[config.mk]
export PLATFORM = sky130hd
export DESIGN_NAME = branch_resolution_unit_flat
export DESIGN_NICKNAME = d
export VERILOG_FILES = /design/src/rtl/branch_resolution_unit_pkg.sv /design/src/rtl/branch_resolution_unit_if.sv /design/src/rtl/branch_resolution_unit_sat_counter.sv /design/src/rtl/branch_resolution_unit.sv /design/src/flat_wrapper.sv
export SDC_FILE = /design/constraint.sdc
export NUM_CORES = 1
export LEC_CHECK = 0
export ABC_AREA = 1
export CORE_AREA = 5 5 209 211
export CTS_BUF_LIST = sky130_fd_sc_hd__clkbuf_4
export DETAILED_ROUTE_END_ITERATION = 8
export DIE_AREA = 0 0 214 216
export GPL_TIMING_DRIVEN = 0
export PLACE_DENSITY = 0.62
export SLEW_MARGIN = 20
export SYNTH_ARGS = -nofsm -noshare
export SYNTH_HDL_FRONTEND = slang
export SYNTH_SLANG_ARGS = --single-unit
[constraint.sdc]
create_clock -name clk_i -period 1.7 [get_ports clk_i]
set_input_delay 0.17 -clock clk_i [delete_from_list [all_inputs] [get_ports clk_i]]
set_output_delay 0.17 -clock clk_i [all_outputs]
set_load 0.1 [all_outputs]
[src/rtl/branch_resolution_unit_pkg.sv]
// Shared types and constants for the execute-stage branch resolution unit.
// riscv_pkg comes first because drac_pkg sizes its training bundle from XLEN.

package riscv_pkg;
    localparam int XLEN = 64;
endpackage

package drac_pkg;
    import riscv_pkg::*;

    // Distance from one instruction to the next on the fall-through path.
    localparam int INSTR_BYTES = 4;

    typedef enum logic [0:0] {
        IDLE     = 1'b0,
        REDIRECT = 1'b1
    } bru_state_t;

    // Training bundle sent back to the fetch-side predictor.
    typedef struct packed {
        logic [XLEN-1:0] pc;
        logic [XLEN-1:0] addr;
        logic            taken;
        logic            valid;
    } bp_update_t;
endpackage

[src/rtl/branch_resolution_unit_if.sv]
// EX-stage branch bus: resolved instruction plus carried prediction in,
// predictor training, flush and fetch redirect out.

interface branch_resolution_unit_if;
    logic                       valid_ex_i;
    logic                       is_branch_ex_i;
    logic [riscv_pkg::XLEN-1:0] pc_ex_i;
    logic                       taken_ex_i;
    logic [riscv_pkg::XLEN-1:0] target_ex_i;
    logic                       pred_is_branch_ex_i;
    logic                       pred_taken_ex_i;
    logic [riscv_pkg::XLEN-1:0] pred_addr_ex_i;
    logic                       redirect_ready_i;

    logic [riscv_pkg::XLEN-1:0] pc_execution_o;
    logic [riscv_pkg::XLEN-1:0] branch_addr_result_exec_o;
    logic                       branch_taken_result_exec_o;
    logic                       is_branch_EX_o;
    logic                       flush_o;
    logic                       redirect_valid_o;
    logic [riscv_pkg::XLEN-1:0] redirect_pc_o;

    // Pipeline / fetch side.
    modport master (
        output valid_ex_i, is_branch_ex_i, pc_ex_i, taken_ex_i, target_ex_i,
               pred_is_branch_ex_i, pred_taken_ex_i, pred_addr_ex_i, redirect_ready_i,
        input  pc_execution_o, branch_addr_result_exec_o, branch_taken_result_exec_o,
               is_branch_EX_o, flush_o, redirect_valid_o, redirect_pc_o
    );

    // Branch resolution unit side.
    modport slave (
        input  valid_ex_i, is_branch_ex_i, pc_ex_i, taken_ex_i, target_ex_i,
               pred_is_branch_ex_i, pred_taken_ex_i, pred_addr_ex_i, redirect_ready_i,
        output pc_execution_o, branch_addr_result_exec_o, branch_taken_result_exec_o,
               is_branch_EX_o, flush_o, redirect_valid_o, redirect_pc_o
    );
endinterface

[src/rtl/branch_resolution_unit_sat_counter.sv]
// Up-counter that sticks at all-ones instead of wrapping.

module sat_counter #(
    parameter int WIDTH = 32
) (
    input  logic             clk_i,
    input  logic             rstn_i,
    input  logic             inc_i,
    output logic [WIDTH-1:0] count_o
);

    // Count one per inc_i pulse, holding once the maximum is reached.
    always_ff @(posedge clk_i) begin
        if (!rstn_i) begin
            count_o <= '0;
        end else if (inc_i && (count_o != '1)) begin
            count_o <= count_o + 1'b1;
        end
    end

endmodule

[src/rtl/branch_resolution_unit.sv]
// Execute-stage branch resolution: checks each resolved instruction against
// its carried prediction, trains the predictor, and redirects fetch on a miss.

module branch_resolution_unit
    import riscv_pkg::*;
    import drac_pkg::*;
#(
    parameter int CNT_WIDTH = 32
) (
    input  logic                    clk_i,
    input  logic                    rstn_i,
    branch_resolution_unit_if.slave bus,
    output logic [CNT_WIDTH-1:0]    branch_count_o,
    output logic [CNT_WIDTH-1:0]    mispredict_count_o
);

    bru_state_t      state_q;
    bp_update_t      train_q;
    logic            flush_q;
    logic [XLEN-1:0] redirect_pc_q;

    logic            accept;
    logic            pred_taken;
    logic            miss_raw;
    logic            mispredict;
    logic            train;
    logic [XLEN-1:0] next_pc;

    // Classify the EX instruction against the prediction it carried from fetch.
    always_comb begin
        // NOTE: every output of this block is assigned up front so no latch is inferred.
        accept     = bus.valid_ex_i && (state_q == IDLE);
        pred_taken = bus.pred_is_branch_ex_i & bus.pred_taken_ex_i;
        next_pc    = bus.pc_ex_i + XLEN'(INSTR_BYTES);
        miss_raw   = 1'b0;
        if (bus.is_branch_ex_i) begin
            if (bus.taken_ex_i) begin
                next_pc = bus.target_ex_i;
            end
            if (bus.taken_ex_i != pred_taken) begin
                miss_raw = 1'b1;
            end else if (bus.taken_ex_i && (bus.target_ex_i != bus.pred_addr_ex_i)) begin
                miss_raw = 1'b1;
            end
        end else if (pred_taken) begin
            // A predictor hit on a non-branch sent fetch down a bogus path.
            miss_raw = 1'b1;
        end
        mispredict = accept && miss_raw;
        train      = accept && bus.is_branch_ex_i;
    end

    // Training bundle: data holds between strobes, valid is a one-cycle pulse.
    always_ff @(posedge clk_i) begin
        // NOTE: sequential state uses non-blocking assignments so every register sees pre-edge values.
        if (!rstn_i) begin
            train_q <= '0;
        end else begin
            train_q.valid <= train;
            if (train) begin
                train_q.pc    <= bus.pc_ex_i;
                train_q.addr  <= bus.target_ex_i;
                train_q.taken <= bus.taken_ex_i;
            end
        end
    end

    // Redirect FSM: flush pulses on entry, redirect PC held until fetch takes it.
    always_ff @(posedge clk_i) begin
        if (!rstn_i) begin
            state_q       <= IDLE;
            flush_q       <= 1'b0;
            redirect_pc_q <= '0;
        end else begin
            flush_q <= 1'b0;
            case (state_q)
                IDLE: begin
                    if (mispredict) begin
                        state_q       <= REDIRECT;
                        flush_q       <= 1'b1;
                        redirect_pc_q <= next_pc;
                    end
                end
                REDIRECT: begin
                    if (bus.redirect_ready_i) begin
                        state_q <= IDLE;
                    end
                end
                default: state_q <= IDLE;
            endcase
        end
    end

    sat_counter #(.WIDTH(CNT_WIDTH)) u_branch_cnt (
        .clk_i   (clk_i),
        .rstn_i  (rstn_i),
        .inc_i   (train),
        .count_o (branch_count_o)
    );

    sat_counter #(.WIDTH(CNT_WIDTH)) u_mispredict_cnt (
        .clk_i   (clk_i),
        .rstn_i  (rstn_i),
        .inc_i   (mispredict),
        .count_o (mispredict_count_o)
    );

    assign bus.pc_execution_o             = train_q.pc;
    assign bus.branch_addr_result_exec_o  = train_q.addr;
    assign bus.branch_taken_result_exec_o = train_q.taken;
    assign bus.is_branch_EX_o             = train_q.valid;
    assign bus.flush_o                    = flush_q;
    assign bus.redirect_valid_o           = (state_q == REDIRECT);
    assign bus.redirect_pc_o              = redirect_pc_q;

endmodule

[src/flat_wrapper.sv]
// flat-port wrapper written by rule: the top's interface ports become plain ports
module branch_resolution_unit_flat import riscv_pkg::*; import drac_pkg::*;
#(
    parameter int CNT_WIDTH = 32
)
  (clk_i, rstn_i, branch_count_o, mispredict_count_o, bus_valid_ex_i, bus_is_branch_ex_i, bus_pc_ex_i, bus_taken_ex_i, bus_target_ex_i, bus_pred_is_branch_ex_i, bus_pred_taken_ex_i, bus_pred_addr_ex_i, bus_redirect_ready_i, bus_pc_execution_o, bus_branch_addr_result_exec_o, bus_branch_taken_result_exec_o, bus_is_branch_EX_o, bus_flush_o, bus_redirect_valid_o, bus_redirect_pc_o);
  branch_resolution_unit_if bus_i ();
  input  logic clk_i;
  input  logic rstn_i;
  output logic [CNT_WIDTH-1:0] branch_count_o;
  output logic [CNT_WIDTH-1:0] mispredict_count_o;
  input wire logic [$bits(bus_i.valid_ex_i)-1:0] bus_valid_ex_i;
  input wire logic [$bits(bus_i.is_branch_ex_i)-1:0] bus_is_branch_ex_i;
  input wire logic [$bits(bus_i.pc_ex_i)-1:0] bus_pc_ex_i;
  input wire logic [$bits(bus_i.taken_ex_i)-1:0] bus_taken_ex_i;
  input wire logic [$bits(bus_i.target_ex_i)-1:0] bus_target_ex_i;
  input wire logic [$bits(bus_i.pred_is_branch_ex_i)-1:0] bus_pred_is_branch_ex_i;
  input wire logic [$bits(bus_i.pred_taken_ex_i)-1:0] bus_pred_taken_ex_i;
  input wire logic [$bits(bus_i.pred_addr_ex_i)-1:0] bus_pred_addr_ex_i;
  input wire logic [$bits(bus_i.redirect_ready_i)-1:0] bus_redirect_ready_i;
  output wire logic [$bits(bus_i.pc_execution_o)-1:0] bus_pc_execution_o;
  output wire logic [$bits(bus_i.branch_addr_result_exec_o)-1:0] bus_branch_addr_result_exec_o;
  output wire logic [$bits(bus_i.branch_taken_result_exec_o)-1:0] bus_branch_taken_result_exec_o;
  output wire logic [$bits(bus_i.is_branch_EX_o)-1:0] bus_is_branch_EX_o;
  output wire logic [$bits(bus_i.flush_o)-1:0] bus_flush_o;
  output wire logic [$bits(bus_i.redirect_valid_o)-1:0] bus_redirect_valid_o;
  output wire logic [$bits(bus_i.redirect_pc_o)-1:0] bus_redirect_pc_o;
  assign bus_i.valid_ex_i = bus_valid_ex_i;
  assign bus_i.is_branch_ex_i = bus_is_branch_ex_i;
  assign bus_i.pc_ex_i = bus_pc_ex_i;
  assign bus_i.taken_ex_i = bus_taken_ex_i;
  assign bus_i.target_ex_i = bus_target_ex_i;
  assign bus_i.pred_is_branch_ex_i = bus_pred_is_branch_ex_i;
  assign bus_i.pred_taken_ex_i = bus_pred_taken_ex_i;
  assign bus_i.pred_addr_ex_i = bus_pred_addr_ex_i;
  assign bus_i.redirect_ready_i = bus_redirect_ready_i;
  assign bus_pc_execution_o = bus_i.pc_execution_o;
  assign bus_branch_addr_result_exec_o = bus_i.branch_addr_result_exec_o;
  assign bus_branch_taken_result_exec_o = bus_i.branch_taken_result_exec_o;
  assign bus_is_branch_EX_o = bus_i.is_branch_EX_o;
  assign bus_flush_o = bus_i.flush_o;
  assign bus_redirect_valid_o = bus_i.redirect_valid_o;
  assign bus_redirect_pc_o = bus_i.redirect_pc_o;
  branch_resolution_unit #(.CNT_WIDTH(CNT_WIDTH)) u_core (.clk_i(clk_i), .rstn_i(rstn_i), .bus(bus_i), .branch_count_o(branch_count_o), .mispredict_count_o(mispredict_count_o));
endmodule
==> metrics <==
max-cap viol count=0; Top FF cell, synth=dfxtp_1; ys async rst share=0; area leader, netlist=dfxtp_1; Clock Sinks=260; # rows=75; layout cells sized above 1=0.260; wire length per cell=roughly 23 um; drt pass-1 iters=6; Starting Density=0.346; critical-path maximum fanout=7; register bit total from synthesis=260; GPL Wtd Cong=0.977; CTS tree=done; Max Clk Rate=529 MHz; failing checks=hold timing, setup timing; TritonCTS Buffers=75; Core Box Area=41600 um2; Chip Width=about 210 um; skew final=0.0570 ns; synthesis-to-layout area growth=59.7%; clk_lat worst skew=0.78 ns; reg2reg start=u_core.u_branch_cnt.count_o[28]; synth unique cells=34; syn_area_per_cell=a little over 6 um2; critical setup path kind=flop to flop; Worst-Margin Slew=between 1 and 1.5 ns; Slew Limit Headroom=0.268; r2r setup slk=-0.19 ns; NumNets Final=roughly 3200; initial antenna violation count=5; syn nets=between 2000 and 3000; status=finished, violations left; Worst Hold Launch=bus_target_ex_i[22]; Slew Limit Fails=0; 1st-iter DRT viols=1500; I/O pin cnt=460; Die Ht=216 um; Static Leak=between 0.01 and 0.015 uW; Synth Cell Area=roughly 14000 um2; startpoint types=flop; vias=18400; Detailed Place HPWL=~63 mm; DRT Wirelength=slightly above 80 mm; Yosys top cell area share=0.361; CTS max path bufs=3; PortBufs=about 460; final hold violations=3; Final WS setup=-0.192 ns; Remaining Overflow, GRT=0; final setup vio count=64; Final Cycle Share=1.11; Worst VDD drop=between 600 and 700 uV; Fill cells=between 4000 and 5000; H-tree depth=3; DR vias/cell=approximately 5.2; post-route ant nets=0; CP required=around 2.4 ns; Hold Crit Class=primary input to flop; Seq/Total Area, Yosys=0.361; CP startpoint=u_core.u_branch_cnt.count_o[28]; first-pass GRT wire length=~110 mm; # DRC=0; most common cell after layout, fill and taps aside=nand2_1; final worst path period need=between 1.5 and 2 ns; largest net degree at the start of global routing=20; commonest cells after routing, fill and taps aside=723 x nand2_1, 276 x buf_4, 255 x nor2_1; Post-Route Utilization=0.553; Area contributors post-synth=dfxtp_1 36%, nand2_1 20%, nor2_1 8.1%; Syn Inst Count=around 2300; die area=about 46000 um2; number of global-route vias before repair=approximately 17000; unrepaired setup endpoints after global routing=yes; clock transition at the registers of the reported paths=0.07 ns; total track usage=0.323; pwr dens=793 nW/um2; number of flops mapped to enable cells by yosys=0; Min Hold Slack=-0.0323 ns; synth warn=0; Root Buffer Master=clkbuf_4; Worst setup EP type=flop; CP arrival=~2.6 ns
==> repair_timing <==
item | CTS | global route
hold endpoints to repair | 11 | 51
endpoints found under the setup margin | 520 | 224
pin swaps | 28 | 45
resized for setup | 1802 | 227
gates cloned | 6 | 9
hold buffers | 11 | 44
setup buffers | 33 | 29
==> synth_stat cells (2+ instances only) <==
| cell | count |
|---|---|
| inv_1 | 180 |
| nor2_1 | 310 |
| or2_2 | 11 |
| clkbuf_1 | 71 |
| nor3b_1 | 4 |
| nand4_1 | 74 |
| xnor2_1 | 58 |
| mux2i_1 | 3 |
| nor4_1 | 4 |
| xor2_1 | 44 |
| nor3_1 | 54 |
| buf_6 | 4 |
| buf_1 | 9 |
| o21ai_0 | 92 |
| a21oi_1 | 227 |
| and3_1 | 2 |
| nand3_1 | 79 |
| buf_2 | 14 |
| and2_1 | 5 |
| inv_2 | 5 |
| and2_0 | 5 |
| nand2_2 | 3 |
| nand2_1 | 768 |
| nand3b_1 | 3 |
| o21ai_1 | 8 |
| dfxtp_1 | 260 |
| ha_1 | 3 |
| o22ai_1 | 3 |
| buf_4 | 2 |
==> stage by stage <==
step	instances	instance area (um2)	setup TNS (ns)	setup slack, ns	total power [uW]
global route	3564	23000	-12.98	-0.266	18900
detailed placement	3307	20000	-390.55	-1.94	12000
floorplan	2310	14700	-10.16	-0.201	9990
finish	3564	23000	-7.28	-0.192	18200
CTS	3481	21500	-4.17	-0.118	18000
global placement	3307	20000	-390.86	-1.88	11900
==> final cells by class <==
class | count | area (um2) | area share
clock buffers | 107 | 803 | 0.0349
repair buffers | 588 | 5600 | 0.244
inverters | 185 | 724 | 0.0315
clock inverters | 19 | 110 | 0.00479
diodes | 2 | 5.00 | 0.000218
flip-flops and latches | 260 | 5360 | 0.233
multi-input cells | 1766 | 8970 | 0.390
plain buffers | 98 | 737 | 0.0321
well taps | 539 | 674 | 0.0293
==> final timing paths <==
check	endpoint	cells after the start
max reg2reg	u_core.u_branch_cnt.count_o[8]	8
min reg2reg	u_core.bus.redirect_pc_o[63]	2
max	u_core.u_branch_cnt.count_o[8]	8
min	u_core.bus.redirect_pc_o[22]	5
==> sequential cells by signal, summed over array words and instances (netlist names) <==
name                                   count
u_core.bus.branch_addr_result_exec_o      64
u_core.bus.branch_taken_result_exec_o      1
u_core.bus.flush_o                         1
u_core.bus.is_branch_EX_o                  1
u_core.bus.pc_execution_o                 64
u_core.bus.redirect_pc_o                  64
u_core.bus.redirect_valid_o                1
u_core.u_branch_cnt.count_o               32
u_core.u_mispredict_cnt.count_o           32
==> report_power, final <==
part	internal [uW]	switching (uW)
Clock	3040	2890
Combinational	1630	4100
Sequential	6360	204
==> critical path, stage by stage, from the launching register on <==
cell and delay (ns):
dfxtp_2 0.40, inv_1 0.08, nor3_1 0.33, nand4_1 0.26, nand2_4 0.24, buf_4 0.17, clkbuf_16 0.14, nand2_1 0.05
a21oi_1 0.13
==> logic make-up (layout without fill, tap and decap cells) <==
kind of cell               after synthesis  after routing  share of synthesized area
and+or+nand+nor                       1325           1326                      0.378
AOI/OAI and AO/OA                      332            332                      0.116
buffers and inverters                  285            997                     0.0781
DFF                                    260            260                      0.361
xor gates and xnor gates               102            102                     0.0620
adders and majority gates                3              3                    0.00261
muxes                                    3              3                    0.00209
other                                    0              2                          0
==> layer usage <==
layer	GRT usage	part of all wire	wire length, um	vias up
met1	0.401	0.41	32800	8525
met3	0.0945	0.091	7310	184
li1	-	-	-	8793
met5	0	0.00026	21	-
met4	0.143	0.046	3670	4
met2	0.521	0.45	36600	888
(Power assumes the default switching activity.)
